==> src/rtl/flick_conditioner.sv <==
// flick_conditioner: two-flop synchroniser plus 4-state debounce FSM for the flasher's flick input.
// Define FLICK_GLITCH_CNT_EN to add a saturating count of rejected glitches on glitch_cnt.
module flick_conditioner #(
  parameter int DEBOUNCE_CYCLES = 4,
  parameter int CNT_W = 8
) (
  input  logic clk,
  input  logic reset,
  input  logic flick_raw,
  output logic flick_out,
  output logic flick_rise,
  output logic flick_fall
`ifdef FLICK_GLITCH_CNT_EN
  ,
  output logic [7:0] glitch_cnt
`endif
);
  typedef enum logic [1:0] {LOW, RISE_CHK, HIGH, FALL_CHK} state_t;
  localparam logic [CNT_W-1:0] LAST = CNT_W'(DEBOUNCE_CYCLES - 1);
  state_t state_q, state_d;
  logic s1_q, s2_q;
  logic [CNT_W-1:0] cnt_q, cnt_d;
  logic out_q, out_d, rise_q, rise_d, fall_q, fall_d;
  always_comb begin
    state_d = state_q;
    cnt_d   = cnt_q;
    rise_d  = 1'b0;
    fall_d  = 1'b0;
    case (state_q)
      LOW: begin
        state_d = s2_q ? RISE_CHK : LOW;
        cnt_d   = s2_q ? CNT_W'(1) : '0;
      end
      RISE_CHK:
        if (!s2_q) begin
          state_d = LOW;
          cnt_d   = '0;
        end else if (cnt_q == LAST) begin
          state_d = HIGH;
          cnt_d   = '0;
          rise_d  = 1'b1;
        end else cnt_d = cnt_q + CNT_W'(1);
      HIGH: begin
        state_d = s2_q ? HIGH : FALL_CHK;
        cnt_d   = s2_q ? '0 : CNT_W'(1);
      end
      FALL_CHK:
        if (s2_q) begin
          state_d = HIGH;
          cnt_d   = '0;
        end else if (cnt_q == LAST) begin
          state_d = LOW;
          cnt_d   = '0;
          fall_d  = 1'b1;
        end else cnt_d = cnt_q + CNT_W'(1);
      default: begin
        state_d = LOW;
        cnt_d   = '0;
      end
    endcase
    out_d = (state_d == HIGH) || (state_d == FALL_CHK);
  end
  always_ff @(posedge clk) begin
    if (!reset) begin
      s1_q    <= 1'b0;
      s2_q    <= 1'b0;
      state_q <= LOW;
      cnt_q   <= '0;
      out_q   <= 1'b0;
      rise_q  <= 1'b0;
      fall_q  <= 1'b0;
    end else begin
      s1_q    <= flick_raw;
      s2_q    <= s1_q;
      state_q <= state_d;
      cnt_q   <= cnt_d;
      out_q   <= out_d;
      rise_q  <= rise_d;
      fall_q  <= fall_d;
    end
  end
  assign flick_out  = out_q;
  assign flick_rise = rise_q;
  assign flick_fall = fall_q;
`ifdef FLICK_GLITCH_CNT_EN
  logic [7:0] glitch_q, glitch_d;
  logic abort;
  always_comb begin
    abort    = (state_q == RISE_CHK && !s2_q) || (state_q == FALL_CHK && s2_q);
    glitch_d = (abort && glitch_q != 8'hFF) ? glitch_q + 8'd1 : glitch_q;
  end
  always_ff @(posedge clk) begin
    if (!reset) glitch_q <= 8'd0;
    else glitch_q <= glitch_d;
  end
  assign glitch_cnt = glitch_q;
`endif
endmodule

==> config.mk <==
export PLATFORM = sky130hd
export DESIGN_NAME = flick_conditioner
export DESIGN_NICKNAME = d
export VERILOG_FILES = /design/src/rtl/flick_conditioner.sv
export SDC_FILE = /design/constraint.sdc
export NUM_CORES = 1
export LEC_CHECK = 0
export CORE_UTILIZATION = 43
export CTS_CLUSTER_SIZE = 10
export DETAILED_ROUTE_END_ITERATION = 10
export PLACE_DENSITY = 0.61
export SLEW_MARGIN = 5
export SYNTH_ARGS = -nofsm -noshare
export SYNTH_HDL_FRONTEND = slang
export SYNTH_SLANG_ARGS = --single-unit
==> constraint.sdc <==
create_clock -name clk -period 2.7 [get_ports clk]
set_input_delay 0.405 -clock clk [delete_from_list [all_inputs] [get_ports clk]]
set_output_delay 0.405 -clock clk [all_outputs]
set_load 0.02 [all_outputs]
==> flow_metrics.tcl, run 1 <==
set metrics [dict create \
    slew_violations 0 \
    grt_max_degree 9 \
    clockRootBuffer "clkbuf_4" \
    synthCells 60 \
    net-switching-power_uw 72.1 \
    design.portCount 6 \
    hpwl_microns 747 \
    tightest_slew_ns 0.577 \
    rows 12 \
    nets 73 \
    drive_above_1_share 0.0882 \
    hp-class "reg2reg" \
    cts_setup_buffers 0 \
    initial_core_util 0.497 \
    sequentialPowerShare 0.630 \
    firstDrtPassIters 4 \
    synth-warning-count 0 \
    setup_viol 0 \
    clk_path_buf_depth 2 \
    avgSynthCellArea_sq_um 9.82 \
    die_y_microns 39.0 \
    syn-num-nets 64 \
    place.gp.congestion 0.717 \
    drt.antenna.violating_nets 0 \
    yosysMostFrequentCell "dfxtp_1" \
    clkLatencyLatePin_ns 0.28 \
    grt_pass1_vias 390 \
    endpoint_kind "flip-flop" \
    drt_wl_total_microns 986 \
    cts_made_buffers 3 \
    htree_levels 1 \
    power_frac_comb 0.021 \
    yosysTopAreaCell "dfxtp_1" \
    internal-power_uw 285 \
    route.detailed.drc 0 \
    period_share 0.685 \
    first_iter_violations 10 \
    vias 434 \
    period_needed_ns 1.85 \
    vdd_ir_drop_max_mv 0.322 \
    rsz0062_at_grt "no" \
    path_clk_slew_ns 0.09 \
    synth_commonest_cells "dfxtp_1, nand3_1, nand2_1" \
    ys_top_cells_by_area "dfxtp_1, xor2_1, nand3_1" \
    syn_area_sq_um 589 \
    syn_to_final_growth_pct 15.3 \
    grt_pass1_wl_microns 1700 \
    power_switching_share 0.202 \
    holdPathStages 1 \
    drt-vias-per-instance 5.29 \
    design.die.area_sq_um 1520 \
    arrival_ns 2.05 \
    port_buffers 5 \
    grt_overflow 0 \
    wl_per_cell_microns 12.0 \
    antenna_found_initial 0 \
    ys.flop_type "dfxtp_1" \
    dpl_cell_area_sq_um 653 \
    final_util 0.573 \
    clock_skew_ns 0.00249 \
    async_flop_share 0 \
    worst_hold_slack_ns 0.443 \
    die_x_microns 39.0 \
    slew_headroom 0.612 \
    fin_area_sq_um 679 \
    cts.sinks 15 \
    cap_viol_max_count 0 \
    powerDensity_nw_per_um2 526 \
    cp_max_fo 5 \
    antenna_cells 0 \
    core-area_sq_um 1190 \
    cellLeakagePower_uw 0.000220 \
    synthDistinctLibCells 23 \
    fmax_mhz 540 \
    cts_resized 0 \
    critical_path_class "reg2reg" \
    outcome "finished clean" \
    grt_usage 0.176 \
    fin_tns_setup_ns 0 \
    cts_tree "built" \
    synth_seq_cells 15 \
    cts_hold_buf 0 \
    yosysSeqAreaShare 0.510 \
    synth_edf_count 0 \
    power.share.clock 0.349 \
    cp-start-kind "flip-flop" \
    synth_top_cell_area_share 0.510 \
    hold_violations 0 \
    r2r_cells 4 \
    required_ns 2.90 \
]
==> through the flow <==
step                      total power, uW  std cells  setup slack [ns]
final                                 357         82             0.849
after global placement                238         78             0.902
after floorplan                       233         60             0.958
after detailed placement              238         78             0.851
after CTS                             363         82             0.833
after global routing                  377         82             0.722
==> worst max-delay path, cell delays in order (launching register included) <==
cell and delay (ns):
dfxtp_1 0.36, ha_1 0.25, or4b_1 0.47, or4_4 0.44, nor4b_2 0.25
==> final cells by class <==
type | instances | area, sq um
fill | 114 | 507
tap | 14 | 17.5
clock buffer | 4 | 26.3
multi-input combinational | 42 | 278
sequential | 15 | 300
inverter | 2 | 7.51
timing repair buffer | 5 | 50.0
==> registers in the layout, summed over array words and instances (netlist names) <==
name,cells
flick_rise,1
flick_fall,1
flick_out,1
s1_q,1
state_q,2
cnt_q,8
s2_q,1
==> layer usage <==
| layer | global-route usage | wire length (microns) | vias up |
|---|---|---|---|
| met5 | 0 | 0 | - |
| met4 | 0.155 | 4 | 0 |
| met3 | 0.0347 | 27 | 2 |
| met2 | 0.242 | 425 | 8 |
| met1 | 0.226 | 529 | 190 |
| li1 | - | - | 234 |
==> kinds of logic (layout without fill, tap and decap cells) <==
group,count (synthesis),count (layout),share of synthesized area
simple gates,26,26,0.272
flops,15,15,0.510
compound gates,11,11,0.119
xor+xnor,4,4,0.0595
buf+inv,3,11,0.0191
fa+ha+maj,1,1,0.0212
==> layout by cell type, fill, tap and decap left out <==
cell,instances
nand3_1,5
nor2_1,3
a21boi_0,2
nor4b_2,1
or3_1,3
dfxtp_1,15
nor4b_1,2
nand2_1,4
or4_4,1
a21bo_2,1
a21oi_1,3
inv_1,2
ha_1,1
clkdlybuf4s50_1,5
a211oi_1,2
xor2_1,3
nand4_1,1
xnor2_1,1
and2_1,2
nor4_1,2
or4b_1,1
nor3_1,1
clkbuf_4,3
clkbuf_1,1
o21ai_0,3
==> power groups by stage <==
stage	clock network, uW	logic [uW]	registers, uW
floorplan	0	3.31	230
global placement	0	7.51	230
detailed placement	0	7.69	230
CTS	130	7.78	225
global route	143	8.43	225
finish	125	7.60	225
==> worst paths after layout <==
kind | startpoint | endpoint | slack, ns
worst min register to register | s1_q$_SDFF_PN0_ | s2_q$_SDFF_PN0_ | 0.44
worst max-delay path | cnt_q[0]$_SDFF_PN0_ | flick_fall$_SDFF_PP0_ | 0.85
worst max register to register | cnt_q[0]$_SDFF_PN0_ | flick_fall$_SDFF_PP0_ | 0.85
worst min-delay path | s1_q$_SDFF_PN0_ | s2_q$_SDFF_PN0_ | 0.44
(Power assumes the default switching activity.)
==> run 2, diff against run 1 <==
--- a/config.mk
+++ b/config.mk
@@ -8,7 +8,7 @@
 export CORE_UTILIZATION = 43
 export CTS_CLUSTER_SIZE = 10
 export DETAILED_ROUTE_END_ITERATION = 10
-export PLACE_DENSITY = 0.61
+export PLACE_DENSITY = 0.64
 export SLEW_MARGIN = 5
 export SYNTH_ARGS = -nofsm -noshare
 export SYNTH_HDL_FRONTEND = slang
==> constraint.sdc (replaced) <==
create_clock -name clk -period 1.5 [get_ports clk]
set_input_delay 0.225 -clock clk [delete_from_list [all_inputs] [get_ports clk]]
set_output_delay 0.225 -clock clk [all_outputs]
set_load 0.02 [all_outputs]
==> run 2 against run 1 <==
  * The run now ends with setup timing left
  * Via count grew 9.0%
  * Worst setup slack worse by 1.0 ns
  * Largest cell class is now multi-input gates
  * Routed wire length is 14% higher
  * Power rose by 84%
  * Highest routed layer unchanged
  * First-iteration DRC count fell by 20%
  * Critical path depth unchanged
  * Non-clock buffer count increased by 8
  * Die area is the same
  * Utilization rose by 8.4 points
  * Worst hold slack worse by 0.0040 ns
==> flow_metrics.tcl, run 2 (same netlist as run 1, synthesis figures left out) <==
set metrics [dict create \
    outcome "finished, violations left" \
    violations "setup timing" \
    powerDensity_nw_per_um2 841 \
    cts_hold_buf 0 \
    cp_max_fo 2 \
    worst_hold_slack_ns 0.438 \
    cts.sinks 15 \
    grt_pass1_wl_microns 1790 \
    route.detailed.drc 0 \
    hold_violations 0 \
    reg_top3 "cnt_q x8, state_q x2" \
    htree_levels 1 \
    path_clk_slew_ns 0.09 \
    drt.antenna.violating_nets 0 \
    first_iter_violations 8 \
    arrival_ns 1.88 \
    cap_viol_max_count 0 \
    drive_above_1_share 0.263 \
    tightest_slew_ns 0.433 \
    grt_pass1_vias 416 \
    period_share 1.12 \
    syn_to_final_growth_pct 32.3 \
    cp_cell_sequence "ha_4 > or4b_4 > or4_4 > nor4b_2" \
    mostFrequentLayoutCell "dfxtp_1" \
    design.die.area_sq_um 1520 \
    total_power_uw 656 \
    clock_skew_ns 0.00471 \
    vias 473 \
    port_buffers 5 \
    antenna_found_initial 0 \
    clockRootBuffer "clkbuf_4" \
    slowest_stage "or4_4" \
    die_x_microns 39.0 \
    hpwl_microns 754 \
    grt_usage 0.181 \
    die_y_microns 39.0 \
    grt_max_degree 9 \
    dp_cells 86 \
    cts_tree "built" \
    cts_made_buffers 3 \
    slowest_delay_ns 0.46 \
    cp-start-kind "flip-flop" \
    stdcell_count 90 \
    design.portCount 6 \
    nets 81 \
    largest_reg_flops 8 \
    fin_tns_setup_ns -0.804 \
    cellLeakagePower_uw 0.000267 \
    post-place-ws_ns -0.159 \
    final_cell_mix "dfxtp_1, buf_4, nand3_1, clkdlybuf4s50_1, nand2_1" \
    place.gp.congestion 0.717 \
    required_ns 1.70 \
    rsz0062_at_grt "yes" \
    clk_path_buf_depth 2 \
    period_needed_ns 1.69 \
    clkLatencyLatePin_ns 0.28 \
    hp-class "reg2reg" \
    critical_path_class "reg2reg" \
    cts_setup_buffers 0 \
    setup_viol 6 \
    grt_overflow 0 \
    core-area_sq_um 1190 \
    rows 12 \
    antenna_cells 0 \
    slew_violations 0 \
    wl_per_cell_microns 12.5 \
    layout_setup_ws_ns -0.187 \
    regMostFlops "cnt_q" \
    fmax_mhz 593 \
    drt-vias-per-instance 5.26 \
    endpoint_kind "flip-flop" \
    initial_core_util 0.497 \
    vdd_ir_drop_max_mv 0.423 \
    drt_wl_total_microns 1120 \
    slew_headroom 0.709 \
    firstDrtPassIters 4 \
]
[run 2: report_power, final]
| group | internal, uW | switching, uW |
|---|---|---|
| Sequential | 402 | 3.19 |
| Clock | 103 | 130 |
| Combinational | 11.0 | 6.89 |
[run 2: through the flow]
| stage | util | instance area [sq um] |
|---|---|---|
| detailed placement | 0.617 | 732 |
| finish | 0.657 | 779 |
| floorplan | - | 608 |
| global route | 0.657 | 779 |
| global placement | 0.617 | 732 |
| CTS | 0.645 | 764 |
[run 2: final timing paths]
kind                        from                    end  slack, ns  cells past startpoint
max          cnt_q[1]$_SDFF_PN0_  flick_fall$_SDFF_PP0_      -0.19                      4
min              s1_q$_SDFF_PN0_        s2_q$_SDFF_PN0_       0.44                      1
max reg2reg  cnt_q[1]$_SDFF_PN0_  flick_fall$_SDFF_PP0_      -0.19                      4
min reg2reg      s1_q$_SDFF_PN0_        s2_q$_SDFF_PN0_       0.44                      1
[run 2: layer usage]
metal,up-vias,global-route usage,part of all wire
met5,-,0,0
met4,0,0.103,0.0036
met2,6,0.254,0.44
met1,215,0.254,0.54
li1,250,-,-
met3,2,0.0347,0.021
[run 2: area by class of cell]
| cell class | count | area, sq um |
|---|---|---|
| Clock buffer | 4 | 26.3 |
| Timing Repair Buffer | 13 | 110 |
| Inverter | 2 | 7.51 |
| Sequential cell | 15 | 303 |
| Multi-Input combinational cell | 42 | 315 |
| Fill cell | 103 | 407 |
| Tap cell | 14 | 17.5 |
[run 2: timing repair]
action                                  4_1_cts  5_1_grt
hold endpoints to repair                      0        0
endpoints found under the setup margin        6        8
pin swaps                                     0        1
resized for setup                             1        2
cloned                                        0        0
[run 2: critical path: cells and delay by family, from the launching register on]
kind | cells | cell delay, ns
DFF | 1 | 0.36
adders and majority gates | 1 | 0.13
and+or+nand+nor | 3 | 1.12
==> run 3, diff against run 2 <==
--- a/config.mk
+++ b/config.mk
@@ -5,6 +5,7 @@
 export SDC_FILE = /design/constraint.sdc
 export NUM_CORES = 1
 export LEC_CHECK = 0
+export CAP_MARGIN = 20
 export CORE_UTILIZATION = 43
 export CTS_CLUSTER_SIZE = 10
 export DETAILED_ROUTE_END_ITERATION = 10
==> results of run 3 <==
No change in the layout: final DEF, timing and power equal those of run 2.
